### src/rtl/fcs_append_if.sv
// Dibit stream bundle for fcs_append: input stream (axiiv/axiid) from the
// frame assembler, output stream (axiov/axiod) to the RMII TX pins, plus
// busy/drop status back to the assembler.
interface fcs_append_if;
  logic       axiiv;
  logic [1:0] axiid;
  logic       axiov;
  logic [1:0] axiod;
  logic       busy;
  logic       drop;

  modport master (output axiiv, axiid, input axiov, axiod, busy, drop);
  modport slave  (input axiiv, axiid, output axiov, axiod, busy, drop);
endinterface

### src/rtl/fcs_append.sv
// fcs_append: forwards a contiguous dibit frame with one cycle of latency,
// appends the 32-bit Ethernet FCS as 16 dibits, then holds an inter-frame gap.
// Ports: clk, rst (async, active low), bus (fcs_append_if.slave: axiiv/axiid
// in, axiov/axiod out, busy, drop).
// Optional macro FCS_APPEND_PAD_EN: zero-pad short frames to MIN_DIBITS.
module fcs_append #(
  parameter int unsigned IFG_DIBITS = 48,
  parameter int unsigned MIN_DIBITS = 240
) (
  input  logic       clk,
  input  logic       rst,
  fcs_append_if.slave bus
);

  localparam logic [31:0] POLY = 32'h04C1_1DB7;
  localparam int unsigned CNT_MAX =
    (MIN_DIBITS > IFG_DIBITS) ? ((MIN_DIBITS > 16) ? MIN_DIBITS : 16)
                              : ((IFG_DIBITS > 16) ? IFG_DIBITS : 16);
  localparam int unsigned CNT_W = $clog2(CNT_MAX + 1);
  localparam logic [CNT_W-1:0] MIN_CNT  = CNT_W'(MIN_DIBITS);
  localparam logic [CNT_W-1:0] IFG_LAST = CNT_W'(IFG_DIBITS - 1);
  localparam logic [CNT_W-1:0] FCS_LAST = CNT_W'(15);
  localparam logic [CNT_W-1:0] CNT_ONE  = CNT_W'(1);

  typedef enum logic [2:0] {
    ARMED,
    IDLE,
    DATA,
`ifdef FCS_APPEND_PAD_EN
    PAD,
`endif
    FCS,
    IFG
  } state_t;

  state_t           state, state_n;
  logic [31:0]      crc, crc_n;
  logic [CNT_W-1:0] cnt, cnt_n;
  logic [CNT_W-1:0] cnt_sat;
  logic [1:0]       fcs_dibit;
  logic             ov_n;
  logic [1:0]       od_n;
  logic             drop_n;

  function automatic logic [31:0] crc_step(input logic [31:0] c, input logic b);
    crc_step = {c[30:0], 1'b0} ^ ((c[31] ^ b) ? POLY : 32'h0);
  endfunction

  function automatic logic [31:0] crc_dibit(input logic [31:0] c, input logic [1:0] d);
    crc_dibit = crc_step(crc_step(c, d[0]), d[1]);
  endfunction

  // One counter serves the data-length count, the FCS dibit index and the
  // IFG count; it is cleared on every entry to IDLE via IFG or reset.
  assign cnt_sat   = (cnt < MIN_CNT) ? cnt + CNT_ONE : cnt;
  // FCS goes out from the top of the inverted register; the register is
  // shifted by two per FCS dibit rather than indexed.
  assign fcs_dibit = {~crc[30], ~crc[31]};

  always_comb begin
    state_n = state;
    crc_n   = crc;
    cnt_n   = cnt;
    ov_n    = 1'b0;
    od_n    = 2'b00;
    drop_n  = 1'b0;
    unique case (state)
      ARMED: begin
        if (bus.axiiv) drop_n  = 1'b1;
        else           state_n = IDLE;
      end
      IDLE: begin
        if (bus.axiiv) begin
          ov_n    = 1'b1;
          od_n    = bus.axiid;
          crc_n   = crc_dibit(crc, bus.axiid);
          cnt_n   = cnt_sat;
          state_n = DATA;
        end
      end
      DATA: begin
        if (bus.axiiv) begin
          ov_n  = 1'b1;
          od_n  = bus.axiid;
          crc_n = crc_dibit(crc, bus.axiid);
          cnt_n = cnt_sat;
        end
`ifdef FCS_APPEND_PAD_EN
        else if (cnt < MIN_CNT) begin
          ov_n    = 1'b1;
          crc_n   = crc_dibit(crc, 2'b00);
          cnt_n   = cnt + CNT_ONE;
          state_n = PAD;
        end
`endif
        else begin
          ov_n    = 1'b1;
          od_n    = fcs_dibit;
          crc_n   = {crc[29:0], 2'b00};
          cnt_n   = CNT_ONE;
          state_n = FCS;
        end
      end
`ifdef FCS_APPEND_PAD_EN
      PAD: begin
        drop_n = bus.axiiv;
        ov_n   = 1'b1;
        if (cnt < MIN_CNT) begin
          crc_n = crc_dibit(crc, 2'b00);
          cnt_n = cnt + CNT_ONE;
        end else begin
          od_n    = fcs_dibit;
          crc_n   = {crc[29:0], 2'b00};
          cnt_n   = CNT_ONE;
          state_n = FCS;
        end
      end
`endif
      FCS: begin
        drop_n = bus.axiiv;
        ov_n   = 1'b1;
        od_n   = fcs_dibit;
        if (cnt == FCS_LAST) begin
          crc_n   = '1;
          cnt_n   = '0;
          state_n = IFG;
        end else begin
          crc_n = {crc[29:0], 2'b00};
          cnt_n = cnt + CNT_ONE;
        end
      end
      IFG: begin
        drop_n = bus.axiiv;
        if (cnt == IFG_LAST) begin
          cnt_n   = '0;
          // A frame already running at gap end must first be seen low.
          state_n = bus.axiiv ? ARMED : IDLE;
        end else begin
          cnt_n = cnt + CNT_ONE;
        end
      end
      default: state_n = ARMED;
    endcase
  end

  always_comb begin
    bus.busy = (state == FCS) || (state == IFG);
`ifdef FCS_APPEND_PAD_EN
    if (state == PAD) bus.busy = 1'b1;
`endif
  end

  always_ff @(posedge clk or negedge rst) begin
    if (!rst) begin
      state     <= ARMED;
      crc       <= '1;
      cnt       <= '0;
      bus.axiov <= 1'b0;
      bus.axiod <= '0;
      bus.drop  <= 1'b0;
    end else begin
      state     <= state_n;
      crc       <= crc_n;
      cnt       <= cnt_n;
      bus.axiov <= ov_n;
      bus.axiod <= od_n;
      bus.drop  <= drop_n;
    end
  end

endmodule
### src/flat_wrapper.sv
// flat-port wrapper written by rule: the top's interface ports become plain ports
module fcs_append_flat 
#(
  parameter int unsigned IFG_DIBITS = 48,
  parameter int unsigned MIN_DIBITS = 240
)
  (clk, rst, bus_axiiv, bus_axiid, bus_axiov, bus_axiod, bus_busy, bus_drop);
  fcs_append_if bus_i ();
  input  logic clk;
  input  logic rst;
  input wire logic [$bits(bus_i.axiiv)-1:0] bus_axiiv;
  input wire logic [$bits(bus_i.axiid)-1:0] bus_axiid;
  output wire logic [$bits(bus_i.axiov)-1:0] bus_axiov;
  output wire logic [$bits(bus_i.axiod)-1:0] bus_axiod;
  output wire logic [$bits(bus_i.busy)-1:0] bus_busy;
  output wire logic [$bits(bus_i.drop)-1:0] bus_drop;
  assign bus_i.axiiv = bus_axiiv;
  assign bus_i.axiid = bus_axiid;
  assign bus_axiov = bus_i.axiov;
  assign bus_axiod = bus_i.axiod;
  assign bus_busy = bus_i.busy;
  assign bus_drop = bus_i.drop;
  fcs_append #(.IFG_DIBITS(IFG_DIBITS), .MIN_DIBITS(MIN_DIBITS)) u_core (.clk(clk), .rst(rst), .bus(bus_i));
endmodule
### config.mk
export PLATFORM = sky130hd
export DESIGN_NAME = fcs_append_flat
export DESIGN_NICKNAME = d
export VERILOG_FILES = /design/src/rtl/fcs_append_if.sv /design/src/rtl/fcs_append.sv /design/src/flat_wrapper.sv
export SDC_FILE = /design/constraint.sdc
export NUM_CORES = 1
export LEC_CHECK = 0
export BUFFER_PORTS_ARGS = -buffer_cell sky130_fd_sc_hd__buf_2
export CAP_MARGIN = 20
export CELL_PAD_IN_SITES_DETAIL_PLACEMENT = 1
export CELL_PAD_IN_SITES_GLOBAL_PLACEMENT = 1
export CORE_ASPECT_RATIO = 0.6
export CORE_MARGIN = 2
export CORE_UTILIZATION = 34
export DETAILED_ROUTE_END_ITERATION = 10
export PLACE_DENSITY = 0.66
export SLEW_MARGIN = 20
export SYNTH_ARGS = -nofsm -noshare
export SYNTH_HDL_FRONTEND = slang
export SYNTH_SLANG_ARGS = --single-unit
### constraint.sdc
create_clock -name clk -period 2.2 [get_ports clk]
set_input_delay 0.22 -clock clk [delete_from_list [all_inputs] [get_ports clk]]
set_output_delay 0.22 -clock clk [all_outputs]
set_load 0.03 [all_outputs]
==> results.py <==
metrics = {
    "yosys": {
        "syn_avg_cell_area_sq_um": 10.83,
        "synthArstFlopShare_pct": 100.0,
        "syn_area_sq_um": 2296,
        "synthTopCellsByArea": "dfstp_2 (37%), dfrtp_1 (16%), xnor2_1 (6.5%), o22a_1 (5.3%), a21oi_1 (4.1%)",
        "syn_nets": 218,
        "ys_ff_latch": 47,
        "yosys.area.top_type": "dfstp_2",
        "syn_inst": 212,
        "synth_edf_count": 0,
        "synth_flop_cell": "dfstp_2",
        "synth_cell_types": 45,
        "ys_seq_area_share_pct": 52.97,
        "yosysWarnings": 0,
        "synth.top_cell.area_share_pct": 36.62,
    },
    "sta": {
        "finalCritPeriodShare_pct": 87.30,
        "min_period_ns": 1.920,
        "fmax_mhz": 520.7,
        "fin_hold_ws_ns": 0.1641,
        "setup_viol": 0,
        "totalNegativeSetupSlack_ns": 0,
        "finClkSkew_ns": 0.01195,
        "hold_viol_final": 0,
        "maxSlewHeadroom_pct": 62.09,
        "rsz0062_at_grt": "false",
        "tightest_slew_ns": 0.5687,
        "slew_violations": 0,
    },
    "placed_design": {
        "place.gp.congestion": 0.8720,
        "dp_hpwl_microns": 3737,
        "place_inst": 303,
        "io_buffers": 9,
    },
    "power_and_ir_drop": {
        "p_comb_share_pct": 39.6,
        "switching_share_pct": 37.10,
        "pwr-share-seq_pct": 43.5,
        "intPower_mw": 2.648,
        "clockPowerShare_pct": 16.9,
        "powerDensity_nw_per_um2": 1635,
        "power_switching_mw": 1.562,
        "total_power_mw": 4.210,
        "peakVddDrop_mv": 0.4225,
        "p_leak_nw": 0.9684,
    },
    "clocking": {
        "clk_pin_slew_ns": 0.09,
        "numCtsBuffers": 5,
        "root_buffer": "clkbuf_8",
        "clk_latency_ns": 0.31,
        "tritoncts": "built",
        "htreeDepth": 2,
        "cts-resized-gates": 0,
        "cts.sinks": 47,
        "clock_path_buffers": 2,
    },
    "cells_and_area": {
        "layout-drive-gt1-share_pct": 30.22,
        "nets": 230,
        "most-common-layout-cells": "dfstp_2 (32), nor2_1 (23), a21oi_1 (19), xnor2_1 (17), nand2_1 (16)",
        "final_common_cell": "dfstp_2",
        "n_antenna_cell": 0,
        "instances_no_fill": 312,
        "syn2layout_area_growth_pct": 12.15,
    },
    "run_status": {
        "status": "completed",
    },
    "setup_path": {
        "worstPathRequired_ns": 2.45,
        "path_depth": 6,
        "rr_endpoint": "u_core.cnt[3]$_DFFE_PN0P_",
        "critPathBufInv": 0,
        "crit_fanout": 6,
        "path_cells": "ha_1 > and3_1 > nand3_1 > a22oi_2 > a2111oi_2 > o21a_1",
        "ff2ff_setup_slack_ns": 0.28,
        "rr_worst_depth": 6,
        "critPathLaunch": "u_core.cnt[0]$_DFFE_PN0P_",
        "r2r-start": "u_core.cnt[0]$_DFFE_PN0P_",
        "cp.arrival_ns": 2.17,
        "endpoint": "u_core.cnt[3]$_DFFE_PN0P_",
        "worstSetupStartpointType": "flip-flop",
        "cp-end-kind": "flip-flop",
        "path_class": "reg2reg",
        "critPathTopFamily": "compound AO/OA/AOI/OAI gates",
        "cp_slowest_cell": "dfrtp_1",
        "max_stage_delay_ns": 0.45,
    },
    "drt": {
        "wire_per_inst_microns": 17.19,
        "final_antenna_net_count": 0,
        "drc": 0,
        "drtIter0Drc": 62,
        "viasPerCell": 5.298,
        "routed_wl_microns": 5363,
        "dr.pass1.iters": 4,
        "route.vias.total": 1653,
    },
    "global_route": {
        "grt_pass1_wl_microns": 8645,
        "antenna_found_initial": 0,
        "overflow": 0,
        "grt_start_max_net_pins": 36,
        "track_usage_pct": 15.54,
        "grt_pass1_vias": 1651,
    },
    "die": {
        "die_x_microns": 110.1,
        "core_sq_um": 6590,
        "die_y_microns": 67.66,
        "start_util_pct": 34.84,
        "dieArea_sq_um": 7448,
        "pin_count": 10,
        "fp-row-count": 23,
    },
    "flow_run": {
        "drv_cap": 0,
    },
    "worst_hold_path": {
        "hp-class": "in2reg",
    },
}
## repair_timing
action,4_1_cts,5_1_grt
hold endpoints to repair,11,0
hold buffers,1,0
setup buffers,0,0
## power by group through the flow
stage,combinational (mW),sequential (mW),clock [mW]
2_1_floorplan,1.30,1.79,0
3_3_place_gp,1.64,1.82,0
3_5_place_dp,1.67,1.85,0
4_1_cts,1.69,1.83,0.728
5_1_grt,1.85,1.89,0.769
6_report,1.67,1.83,0.712
## synth_stat cells, types with 2 or more instances
library cell and number:
a21oi_1 19, and3_1 3, buf_2 6, clkbuf_1 3, dfrtp_1 15, dfstp_2 32, inv_1 2, nand2_1 16
nand2b_1 2, nand3_1 6, nand4_1 4, nor2_1 24, nor2_4 2, nor3_1 4, o21a_1 4, o21ai_0 2
o21ai_1 2, o21ai_2 2, o221a_1 5, o221a_2 2, o22a_1 14, o22ai_1 2, o311a_1 3, xnor2_1 17
## worst min path at each step
stage	start	to	slack, ns	cells past startpoint
6_report	bus_axiid[0]	u_core.bus.axiod[0]$_DFF_PN0_	0.16	3
5_1_grt	bus_axiid[0]	u_core.bus.axiod[0]$_DFF_PN0_	0.17	3
4_1_cts	bus_axiid[0]	u_core.bus.axiod[0]$_DFF_PN0_	0.15	3
3_5_place_dp	rst	u_core.bus.axiod[1]$_DFF_PN0_	0.25	1
3_3_place_gp	rst	u_core.bus.axiov$_DFF_PN0_	0.24	1
2_1_floorplan	rst	u_core.bus.axiod[0]$_DFF_PN0_	-0.08	0
## area by class of cell
type	count	area [sq um]
clock inverter	1	30.03
sequential	47	1216
fill	740	4015
inverter	3	11.26
clock buffer	7	97.59
timing repair buffer	16	100.1
tap	87	108.9
multi-input combinational	151	1011
## worst reg2reg max path: stages (launching register included)
cell and delay (ns):
dfrtp_1 0.45, ha_1 0.27, and3_1 0.27, nand3_1 0.20, a22oi_2 0.11, a2111oi_2 0.42
o21a_1 0.15
## metal layers
layer	vias up	part of all wire, %	GRT usage (%)
li1	792	-	-
met4	0	1.7	5.938
met2	31	40	21.32
met3	10	4.6	4.440
met5	-	0	0
met1	820	54	22.81
## logic make-up after synthesis
family / share of synthesized area, %
AO/OA/AOI/OAI: 21.20
XOR/XNOR: 6.866
adder cells (fa/ha/maj): 0.5449
buffers and inverters: 3.106
flip-flops: 52.97
AND/OR/NAND/NOR: 15.31
## sequential cells by signal, indices dropped and copies added (netlist names)
name / count
u_core.bus.axiod: 2
u_core.bus.drop: 1
u_core.crc: 32
u_core.state: 3
u_core.cnt: 8
u_core.bus.axiov: 1
## per-stage QoR
step                      cell area, sq um  worst slack (ns)  util (%)
after floorplan                       2296            0.5606         -
after detailed placement              2437            0.3204     36.99
after global placement                2437            0.3632     36.99
final                                 2575            0.2795     39.07
after global routing                  2575            0.1071     39.07
after CTS                             2575            0.3002     39.07
Note: power is estimated with default switching activity, not from simulation.
